### config.mk
export PLATFORM = sky130hd
export DESIGN_NAME = fifo_byte_unpacker
export DESIGN_NICKNAME = d
export VERILOG_FILES = /design/src/rtl/fifo_byte_unpacker_pkg.sv /design/src/rtl/fifo_byte_unpacker.sv
export SDC_FILE = /design/constraint.sdc
export NUM_CORES = 1
export LEC_CHECK = 0
export ABC_AREA = 1
export CORE_ASPECT_RATIO = 2
export CORE_MARGIN = 2
export CORE_UTILIZATION = 50
export CTS_BUF_LIST = sky130_fd_sc_hd__clkbuf_8
export CTS_CLUSTER_SIZE = 28
export DETAILED_ROUTE_END_ITERATION = 12
export GPL_TIMING_DRIVEN = 0
export PLACE_DENSITY = 0.77
export SKIP_CTS_REPAIR_TIMING = 1
export SLEW_MARGIN = 30
export SYNTH_ARGS = -nofsm -noshare
export SYNTH_HDL_FRONTEND = slang
export SYNTH_SLANG_ARGS = --single-unit
### constraint.sdc
create_clock -name clk -period 2.3 [get_ports clk]
set_input_delay 0.23 -clock clk [delete_from_list [all_inputs] [get_ports clk]]
set_output_delay 0.23 -clock clk [all_outputs]
set_load 0.005 [all_outputs]
### src/rtl/fifo_byte_unpacker_pkg.sv
// rtl/fifo_byte_unpacker_pkg.sv - shared state encodings for the FIFO byte unpacker
package fifo_byte_unpacker_pkg;

  localparam logic [1:0] ST_IDLE  = 2'd0;
  localparam logic [1:0] ST_FETCH = 2'd1;
  localparam logic [1:0] ST_LOAD  = 2'd2;
  localparam logic [1:0] ST_SHIFT = 2'd3;

endpackage

### src/rtl/fifo_byte_unpacker.sv
// rtl/fifo_byte_unpacker.sv - pops words from a non-fallthrough FIFO and streams them out as bytes, LSB first
module fifo_byte_unpacker
  import fifo_byte_unpacker_pkg::*;
#(
  parameter int pDATA_WIDTH = 64
) (
  input  logic                   clk,
  input  logic                   reset,
  input  logic                   start,
  input  logic [31:0]            byte_count,
  input  logic                   abort,
  input  logic                   fifo_empty,
  output logic                   fifo_ren,
  input  logic [pDATA_WIDTH-1:0] fifo_rdata,
  output logic [7:0]             out_data,
  output logic                   out_valid,
  input  logic                   out_ready,
  output logic                   busy,
  output logic                   done,
  output logic [31:0]            words_read
);

  localparam int pBYTES = pDATA_WIDTH / 8;
  localparam int pIDX_W = (pBYTES > 1) ? $clog2(pBYTES) : 1;
  localparam logic [pIDX_W-1:0] pLAST_IDX = pIDX_W'(pBYTES - 1);

  logic [1:0]             state;
  logic [31:0]            remaining;
  logic [pDATA_WIDTH-1:0] shreg;
  logic [pIDX_W-1:0]      byte_idx;
  logic                   handshake;

  assign busy      = (state != ST_IDLE);
  assign fifo_ren  = (state == ST_FETCH) && !fifo_empty && !abort;
  assign out_valid = (state == ST_SHIFT);
  assign out_data  = shreg[7:0];
  assign handshake = out_valid && out_ready;

  always_ff @(posedge clk) begin
    if (reset) begin
      state      <= ST_IDLE;
      remaining  <= '0;
      shreg      <= '0;
      byte_idx   <= '0;
      words_read <= '0;
      done       <= 1'b0;
    end else begin
      done <= 1'b0;
      // A byte accepted in the same cycle as abort still counts as sent
      if (handshake) begin
        shreg    <= shreg >> 8;
        byte_idx <= byte_idx + 1'b1;
        if (remaining != '0) remaining <= remaining - 32'd1;
      end
      if (abort) begin
        state <= ST_IDLE;
      end else begin
        case (state)
          ST_IDLE: begin
            if (start) begin
              if (byte_count != '0) begin
                remaining  <= byte_count;
                words_read <= '0;
                state      <= ST_FETCH;
              end else begin
                done <= 1'b1;
              end
            end
          end
          ST_FETCH: begin
            if (fifo_ren) begin
              state <= ST_LOAD;
              if (words_read != '1) words_read <= words_read + 32'd1;
            end
          end
          ST_LOAD: begin
            shreg    <= fifo_rdata;
            byte_idx <= '0;
            state    <= ST_SHIFT;
          end
          ST_SHIFT: begin
            // Leftover bytes of the word are dropped once the count is exhausted
            if (handshake) begin
              if (remaining == 32'd1) begin
                state <= ST_IDLE;
                done  <= 1'b1;
              end else if (byte_idx == pLAST_IDX) begin
                state <= ST_FETCH;
              end
            end
          end
        endcase
      end
    end
  end

endmodule

==> results of run 1 <==
-- cells by family (layout without fill, tap and decap cells) --
| kind of cell | after synthesis | in the layout | share of synthesized area [%] |
|---|---|---|---|
| AO/OA/AOI/OAI | 206 | 206 | 13.9 |
| adder cells (fa/ha/maj) | 10 | 10 | 1.56 |
| XOR/XNOR | 27 | 27 | 2.95 |
| buffers and inverters | 187 | 365 | 10.0 |
| AND/OR/NAND/NOR | 719 | 719 | 38.1 |
| flip-flops | 134 | 134 | 33.5 |
-- worst max path at each step --
stage | from | to | slack [ps]
after floorplan | words_read[0] | words_read[30] | 580
after global placement | byte_count[2] | remaining[5] | -210
after detailed placement | byte_count[2] | remaining[5] | -200
after CTS | words_read[0] | words_read[1] | -20
after global routing | state[1] | fifo_ren | 7
final | state[1] | fifo_ren | 130
-- cells in the final DEF (no fill, tap or decap), types with 10 or more instances in the layout --
| master | instances |
|---|---|
| nand2_1 | 392 |
| o21ai_0 | 108 |
| xor2_1 | 18 |
| a21oi_1 | 35 |
| nor2_2 | 10 |
| dfxtp_1 | 133 |
| nand3_1 | 93 |
| nor3_1 | 18 |
| inv_1 | 111 |
| buf_4 | 11 |
| nor2_1 | 168 |
| nand4_1 | 10 |
| clkbuf_8 | 19 |
| clkbuf_1 | 37 |
| buf_2 | 14 |
| clkdlybuf4s50_1 | 144 |
| a31oi_1 | 56 |
-- state kept, by name, summed over array words and instances, names as in the netlist --
register	count
shreg	64
remaining	32
words_read	32
byte_idx	3
state	2
done	1
-- cell type report --
type | instances | area share [%]
timing repair buffer | 147 | 14.4
clock inverter | 13 | 1.43
sequential | 134 | 26.5
buffer | 67 | 3.47
tap | 201 | 2.48
inverter | 119 | 4.41
multi-input combinational | 962 | 44.7
clock buffer | 19 | 2.58
-- worst max-delay path, stage by stage (launching register included) --
cell             delay, ps
dfxtp_1                340
inv_1                  130
ha_2                   250
nand2_1                100
nor2_1                 130
clkdlybuf4s50_1        530
-- per-stage QoR --
stage               util [%]  power [mW]  instances
finish                  64.6        5.47       1662
CTS                     64.4        5.48       1660
global placement        61.8        3.43       1628
detailed placement      61.8        3.44       1628
floorplan                  -        3.05       1283
global route            64.6        5.70       1662
-- power groups by stage --
| stage | clock, mW | sequential [mW] | combinational (mW) |
|---|---|---|---|
| 2_1_floorplan | 0 | 2.48 | 0.568 |
| 3_3_place_gp | 0 | 2.49 | 0.938 |
| 3_5_place_dp | 0 | 2.49 | 0.948 |
| 4_1_cts | 2.09 | 2.44 | 0.952 |
| 5_1_grt | 2.19 | 2.45 | 1.06 |
| 6_report | 2.08 | 2.44 | 0.956 |
-- metal layers --
layer | up-vias | wire (um) | global-route usage (%)
met5 | - | 0 | 0
met4 | 0 | 2340 | 26.4
met3 | 105 | 1190 | 5.09
met2 | 298 | 15600 | 64.8
met1 | 4040 | 9310 | 30.4
li1 | 4454 | - | -
==> impl_summary.md, run 1 <==
Run status
The run finished with clean final reports.

Min path
The endpoint with the worst hold slack is shreg[57]. The worst hold path depth is 3. The worst hold path begins at fifo_rdata[57].

The type of the tightest min-delay check is in2reg.

Floorplan
After floorplanning, the core was divided into 65 placement rows. The die covers 0.0171 mm^2. The floorplan step set the die height to 183 um. The core outline area is 0.0157 mm^2. During I/O placement, the number of pins put on the boundary was 146.

The die boundary width is 93.5 um. Once the floorplan was initialized, standard cells occupied 51.0% of the core.

Power
Sequential cells account for 44.6% of the total power. The leakage power total is 3.84 nW. The worst supply voltage drop on vdd is 0.494 mV. The net switching share of the total power is 30.4%. The share of total power dissipated in the clock network is 37.9%. The combinational fraction of design power is 17.5%. In this run the power density over the cells is 540 mW/mm^2. For this design the total switching power over the nets is 1.67 mW. Internal power comes to 3.81 mW.

Logic synthesis
The cell count after synthesis came out at 1,283. The number of nets in the synthesized netlist is 1,395. The cell type contributing the most total cell area after synthesis is dfxtp_1. The post-synthesis instance area is 0.00801 mm^2. The average instance area after synthesis is 6.24 um^2. The most numerous cell in the Yosys netlist is nand2_1.

The netlist uses 37 different library cells. The async set or reset register ratio after synthesis is 0%. In the synthesized netlist the dominant register cell turns out to be dfxtp_1.

The number of enable flip-flop cells after synthesis is 0. Of the synthesized area, sequential elements account for 33.5%. Counting flops and latches in the post-synthesis netlist gives 134.

Yosys attributes the largest share of cell area to dfxtp_1 (33%), nand2_1 (18%), nor2_1 (7.9%), o21ai_0 (6.7%), nand3_1 (5.8%). The number of warnings issued by yosys is 0. The share of the synthesized area in the top cell type is 33.5%. The commonest cells after synthesis are nand2_1 (393), nor2_1 (169), dfxtp_1 (134).

Route
Dividing the detail-routed wire length by the instance count gives 17.1 um. Once detail routing completed, the nets flagged for antenna violations numbered 0. The number of search-and-repair iterations in the first detailed-routing pass is 5. The final route contains 8,897 vias. The initial DRC count is 500. In the routed layout, each cell is associated on average with a via count of 5.35. The number of remaining DRC errors is 0.

The total routed wirelength is 28.4 mm.

Worst setup path
The worst setup path is of the reg2out kind. STA classifies the critical path startpoint as a flop. The endpoint identified for the worst register-to-register timing path is shreg[9].

The data arrival time of the worst path is 1940 ps. The worst setup path is captured at an output port. STA puts the critical path data required time at 2070 ps. The reg-to-reg critical path startpoint is state[0].

Measured in cells, the most critical reg-to-reg path has a length of 7. Along the worst path, the maximum fanout reaches 5. The worst register-to-register path has a setup slack of 170 ps.

GRT
The initial antenna violation count is 0. The first global-routing pass estimated 44.0 mm of wire. The total overflow left after global routing is 0. Entering global routing, the biggest net connects 17 pins. The overall fraction of global-route tracks in use is 33.9%.

The number of global-route vias before repair is 8,777.

Layout
Counting the fill cells in the layout gives 1,551. The number of nets in the finished design is 1,560. The layout overhead on the synthesized area is 26.6%.

In the final layout, the share of cells above drive strength 1 is 7.26%. 0 antenna diodes ended up in the layout. The register cell area after layout is 0.00268 mm^2. The area used by multi-input combinational logic is 0.00453 mm^2. The final instance area is 0.0101 mm^2.

STA
The worst pin sits at a relative slew slack of 45.1%. The actual transition at the worst max-transition pin is 821 ps. Counting I/O delays and the setup requirement, the final critical path takes 2170 ps. The number of pins with negative max-slew slack in the final report is 0. Setup repair after global routing left no endpoint under its margin. The setup violation total in the final timing report is 0. The final clock period utilization by the worst path is 94.2%.

Summed over all failing endpoints, the final setup total negative slack is 0 ps. Timing would allow up to 0.461 GHz. The tightest hold path in the finished design has a slack of 352 ps. The clock skew after layout is 17.0 ps.

Setup slack closes at 132 ps. The final number of hold-violating endpoints is 0.

Clocking
Clock-pin slew was measured on the worst setup and hold paths at 80 ps. The clock drives 134 sinks. The maximum count of clock buffers along a single path is 2. The clock tree synthesis step divided the H-tree into 4 levels. The TritonCTS clock tree is built. The clock tree root buffer cell is clkbuf_8. The later pin in the worst-skew pair is clocked with a latency of 460 ps. The number of buffers inserted during clock tree synthesis is 17.

Place
The instance area at placement is 0.00970 mm^2. Input and output buffers added on the ports amount to 144. Timing analysis after detailed placement gives a worst setup slack of -202 ps. The total half-perimeter wirelength after legalization and detailed placement is 22.8 mm. The placer's final routability congestion estimate is 1.01.

Run
The tool flagged a number of max-cap violations equal to 0.
No activity file was read; power rests on OpenSTA's default activity.
==> run 2, diff against run 1 <==
Settings changed: TNS_END_PERCENT from default to 100.
==> results of run 2 <==
No change in the layout: final DEF, timing and power equal those of run 1.
